## config.mk

```make
export PLATFORM = sky130hd
export DESIGN_NAME = bus_arbiter
export DESIGN_NICKNAME = d
export VERILOG_FILES = /design/src/rtl/bus_pkg.sv /design/src/rtl/rr_picker.sv /design/src/rtl/bus_arbiter.sv
export SDC_FILE = /design/constraint.sdc
export NUM_CORES = 1
export LEC_CHECK = 0
export ABC_CLOCK_PERIOD_IN_PS = 2400
export CAP_MARGIN = 20
export CORE_MARGIN = 1.5
export CORE_UTILIZATION = 39
export CTS_CLUSTER_DIAMETER = 80
export CTS_CLUSTER_SIZE = 20
export DETAILED_ROUTE_END_ITERATION = 7
export PLACE_DENSITY = 0.83
export REMOVE_ABC_BUFFERS = 1
export SLEW_MARGIN = 25
export SYNTH_ARGS = -nofsm -noshare
export SYNTH_HDL_FRONTEND = slang
export SYNTH_SLANG_ARGS = --single-unit
export TNS_END_PERCENT = 5
```

## constraint.sdc

```tcl
create_clock -name clk -period 2.4 [get_ports clk]
set_clock_uncertainty 0.15 [all_clocks]
set_input_delay 0.72 -clock clk [delete_from_list [all_inputs] [get_ports clk]]
set_output_delay 0.72 -clock clk [all_outputs]
set_load 0.05 [all_outputs]
```

## src/rtl/bus_pkg.sv

```systemverilog
// bus_pkg: shared types, destination-ID helpers and target-mask decode for the bus arbiter.
package bus_pkg;
   typedef enum logic [1:0] {IDLE, GRANT, SEND} state_e;
   localparam logic [7:0] BROADCAST_ID = 8'hFF;
   function automatic int id_msb(input int w);
      return w - 1;
   endfunction
   function automatic int id_lsb(input int w);
      return w - 8;
   endfunction
   // Empty mask means the packet must be dropped (invalid or self-addressed).
   function automatic logic [15:0] target_mask(input logic [7:0] dst, input logic [3:0] src,
                                               input logic [7:0] bcast, input int n);
      logic [31:0] all;
      all = (32'd1 << n) - 32'd1;
      if (dst == bcast) return 16'(all & ~(32'd1 << src));
      if (32'(dst) < n && dst != {4'd0, src}) return 16'(32'd1 << dst);
      return '0;
   endfunction
endpackage

```

## src/rtl/rr_picker.sv

```systemverilog
// rr_picker: combinational round-robin search for the first request after index last.
module rr_picker #(
   parameter int devices = 4,
   parameter int iw = $clog2(devices)
) (
   input  logic [devices-1:0] req,
   input  logic [iw-1:0]      last,
   output logic [iw-1:0]      idx,
   output logic               valid
);
   logic [iw-1:0] j;
   // Walk from farthest to nearest so the nearest request after last wins.
   always_comb begin
      idx = '0;
      valid = 1'b0;
      j = '0;
      for (int k = devices; k >= 1; k--) begin
         j = iw'((int'(last) + k) % devices);
         if (req[j]) begin
            idx = j;
            valid = 1'b1;
         end
      end
   end
endmodule

```

## src/rtl/bus_arbiter.sv

```systemverilog
// bus_arbiter: round-robin pop/decode/push sequencer for the shared terminal bus.
// Define BUS_ARB_TIMEOUT_EN to drop packets stalled in SEND for timeout cycles.
module bus_arbiter
   import bus_pkg::*;
#(
   parameter int devices = 4,
   parameter int width = 16,
   parameter logic [7:0] broadcast = BROADCAST_ID
`ifdef BUS_ARB_TIMEOUT_EN
   , parameter int timeout = 16
`endif
) (
   input  logic                       clk,
   input  logic                       reset,
   input  logic [devices-1:0]         pndng,
   input  logic [devices*width-1:0]   d_pop,
   input  logic [devices-1:0]         full,
   output logic [devices-1:0]         pop,
   output logic [devices-1:0]         push,
   output logic [width-1:0]           d_push,
   output logic                       busy,
   output logic                       drop
);
   localparam int iw = $clog2(devices);
   state_e state;
   logic [iw-1:0] sel, rr_last, idx;
   logic valid;
   logic [width-1:0] pkt;
   logic [width-1:0] words [devices];
   logic [devices-1:0] mask;
`ifdef BUS_ARB_TIMEOUT_EN
   logic [15:0] cnt;
`endif
   for (genvar i = 0; i < devices; i++) begin : g_words
      assign words[i] = d_pop[i*width +: width];
   end
   assign mask = devices'(target_mask(pkt[id_msb(width):id_lsb(width)], 4'(sel), broadcast, devices));
   rr_picker #(.devices(devices)) u_pick (.req(pndng), .last(rr_last), .idx(idx), .valid(valid));
   always_ff @(posedge clk) begin
      if (reset) begin
         state <= IDLE;
         rr_last <= iw'(devices - 1);
         sel <= '0;
         pkt <= '0;
         pop <= '0;
         push <= '0;
         d_push <= '0;
         busy <= 1'b0;
         drop <= 1'b0;
`ifdef BUS_ARB_TIMEOUT_EN
         cnt <= '0;
`endif
      end else begin
         pop <= '0;
         push <= '0;
         drop <= 1'b0;
         case (state)
            IDLE: if (valid) begin
               sel <= idx;
               rr_last <= idx;
               pop <= devices'(1) << idx;
               busy <= 1'b1;
               state <= GRANT;
            end
            GRANT: begin
               pkt <= words[sel];
               state <= SEND;
`ifdef BUS_ARB_TIMEOUT_EN
               cnt <= '0;
`endif
            end
            SEND: if (mask == '0) begin
               drop <= 1'b1;
               busy <= 1'b0;
               state <= IDLE;
            end else if ((mask & full) == '0) begin
               push <= mask;
               d_push <= pkt;
               busy <= 1'b0;
               state <= IDLE;
`ifdef BUS_ARB_TIMEOUT_EN
            end else if (cnt == 16'(timeout - 1)) begin
               drop <= 1'b1;
               busy <= 1'b0;
               state <= IDLE;
            end else begin
               cnt <= cnt + 16'd1;
`endif
            end
            default: state <= IDLE;
         endcase
      end
   end
endmodule

```

==> key figures <==
Timing
  • Min Tclk post-route: 2.326 ns
  • WHS: 0.3096 ns
  • Slew @ Worst Pin: 0.6343 ns
  • Setup violators final: 0
  • RSZ-0062 raised after global routing: no
  • Worst Setup Slack, final: 0.07391 ns
  • Slew Viols, Final: 0
  • Sum Neg Setup Slack: 0 ns
  • Max Clock Freq: 429.9 MHz
  • Final hold violation count: 0
  • Slew margin rel.: 0.5771
  • Final period utilization: 0.9692

Critical path
  • Arr. time, crit path: 1.46 ns
  • Worst EP required: 1.53 ns
  • Setup crit end kind: primary output
  • Kind of critical path: register to primary output
  • CP max stage cell: clkdlybuf4s50_1
  • CP cell instances: clkdlybuf4s50_1
  • Crit-path max FO: 2
  • Delay-heaviest family, CP: buffers and inverters
  • CP Buf/Inv Count: 1
  • Largest stage delay, worst path: 0.82 ns
  • Startpoint Class: register

Placement
  • Number of buffers added on ports: 99
  • Post-DP HPWL: 4630 um
  • Pre-CTS setup slack: -0.2445 ns
  • Number of placed cells counting well taps: 423
  • Routability congestion estimate: 0.8357
  • Placed Area: 3550 um2

Synth
  • Yosys cell types: 36
  • Syn avg cell area: 9.688 um2
  • Register area share after synthesis: 0.3920
  • #FFs+latches synth: 48
  • Mapped Area: 2451 um2
  • Cells after Synth: 253
  • Yosys warns: 0

Outcome
  • Status: finished, final reports clean

Global route
  • Global-route wire length before repair: 9335 um
  • Largest net degree at the start of global routing: 33
  • GRT Total Usage: 0.1791
  • Vias in the first global route: 2130
  • Initial antenna violation count: 0
  • Overflow after GRT: 0

Clocking
  • Clk_lat worst skew: 0.30 ns
  • CTS buffer count: 5
  • Hold buffer count at cts: 0
  • CTS tree: yes
  • Clk sinks: 48
  • CTS root buf: clkbuf_8
  • Deepest clock path buffer count: 2
  • CTS HTree Levels: 2
  • Clock transition at path regs: 0.09 ns

Floorplanning
  • Die Wd: 82.28 um
  • Die ar.: 6769 um2
  • Starting density of the core: 0.4091
  • Rows: 28
  • Core area: 5991 um2
  • Num ports: 100
  • Die height: 82.28 um

Detailed routing
  • Total wire length: 5853 um
  • Vias/cell: 5.067
  • 1st-iter DRT viols: 84
  • Vias post-DR: 2179
  • Avg WL per Cell: 13.61 um
  • Antenna viol nets, final: 0
  • Drt drc: 0
  • First-pass DRT Iterations: 4

Finish
  • Non-Filler Instances: 430
  • Final instance area: 3649 um2
  • Syn-to-layout area delta: 48.85%
  • N_diodes: 0
  • FILL cells: 502
  • Share of cells above drive strength 1: 0.1521
  • Core Util, Final: 0.6090
  • Final net count: 429

Power and ir drop
  • Tot Pwr: 1.938 mW
  • Maximum VDD drop: 295.1 uV
  • P_leak: 1.286 nW
  • Power per cell area: 531.1 nW/um2

Job
  • Max Cap Viol: 0

Worst hold path
  • Hold Crit Class: register to register
==> worst paths after layout <==
path / end / cells past startpoint / startpoint / slack, ns
max: d_push[8] / 1 / d_push[8]$_SDFFE_PP0P_ / 0.07
min: pkt[7]$_SDFFE_PP0N_ / 2 / pkt[7]$_SDFFE_PP0N_ / 0.31
max reg2reg: push[1]$_SDFF_PP0_ / 6 / pkt[12]$_SDFFE_PP0N_ / 0.08
min reg2reg: pkt[7]$_SDFFE_PP0N_ / 2 / pkt[7]$_SDFFE_PP0N_ / 0.31
==> report_power, final <==
part           leakage, nW  switching (mW)  internal [mW]
Sequential           0.391          0.0400          0.845
Combinational        0.848           0.249          0.315
Clock               0.0473           0.259          0.230
==> layout make-up <==
class	count	area [um2]	area share
Multi-Input combinational cell	184	1403	0.3844
Timing Repair Buffer	113	1089	0.2984
Clock inverter	1	8.758	0.002401
Tap cell	75	93.84	0.02572
Clock buffer	6	82.58	0.02263
Sequential cell	48	960.9	0.2634
Inverter	3	11.26	0.003086
==> cell families after synthesis <==
kind of cell	count (synthesis)	synth area share
XOR/XNOR	2	0.007148
AND/OR/NAND/NOR	108	0.2399
multiplexers	34	0.2205
buffers and inverters	21	0.03879
AO/OA/AOI/OAI	40	0.1016
flip-flops	48	0.3920
==> flip-flops by register name, indices dropped and copies added, names as in the netlist <==
signal	cells
busy	1
push	4
pkt	16
sel	2
d_push	16
pop	4
rr_last	2
drop	1
state	2
==> metal layers <==
layer	vias up	track usage	share of wire
li1	1093	-	-
met1	1004	0.2279	0.44
met2	74	0.3041	0.49
met3	8	0.03407	0.046
met4	0	0.05763	0.017
met5	-	0	0
==> layout by cell type (no fill, tap or decap), types with 3 or more instances in the layout <==
cell / Yosys / layout
clkbuf_8: 0 / 6
mux2i_1: 18 / 18
nor3_1: 4 / 4
nand2b_1: 31 / 31
buf_4: 0 / 19
clkdlybuf4s50_1: 0 / 92
a21oi_1: 24 / 24
inv_1: 3 / 3
nor2b_1: 4 / 4
nand2_1: 41 / 41
o21ai_0: 3 / 3
mux4_2: 16 / 16
nor2_1: 13 / 13
dfxtp_1: 48 / 48
==> what timing repair did <==
item                                    4_1_cts  5_1_grt
buffers inserted                              0        0
resized for setup                             0        2
endpoints found under the setup margin        0        7
==> Yosys cell counts <==
master	n	area, um2
xnor2_1	2	17.52
or3_1	1	6.260
nor3b_2	1	12.51
nor4b_2	1	15.01
mux4_2	16	360.4
nor4_1	2	12.51
o221a_2	1	11.26
inv_1	3	11.26
nor4b_4	1	23.77
or2_2	2	12.51
a21o_1	2	15.01
nand2_1	41	153.9
mux2i_1	18	180.2
buf_1	1	3.750
a211o_1	1	8.760
and3_1	1	6.260
a21oi_1	24	120.1
and4b_1	1	10.01
buf_2	1	5.000
o41ai_1	1	8.760
nor2_1	13	48.80
o311ai_0	2	17.52
a2111oi_0	1	8.760
and4bb_1	1	12.51
o22ai_1	2	12.51
buf_6	2	22.52
clkbuf_1	14	52.55
o21ai_0	3	15.01
nor3_1	4	20.02
nand2b_1	31	193.9
nand4_1	2	12.51
dfxtp_1	48	960.9
nor2b_1	4	25.02
o21bai_1	2	15.01
a21oi_4	1	16.27
or4_4	2	22.52
No activity file was read; power rests on OpenSTA's default activity.
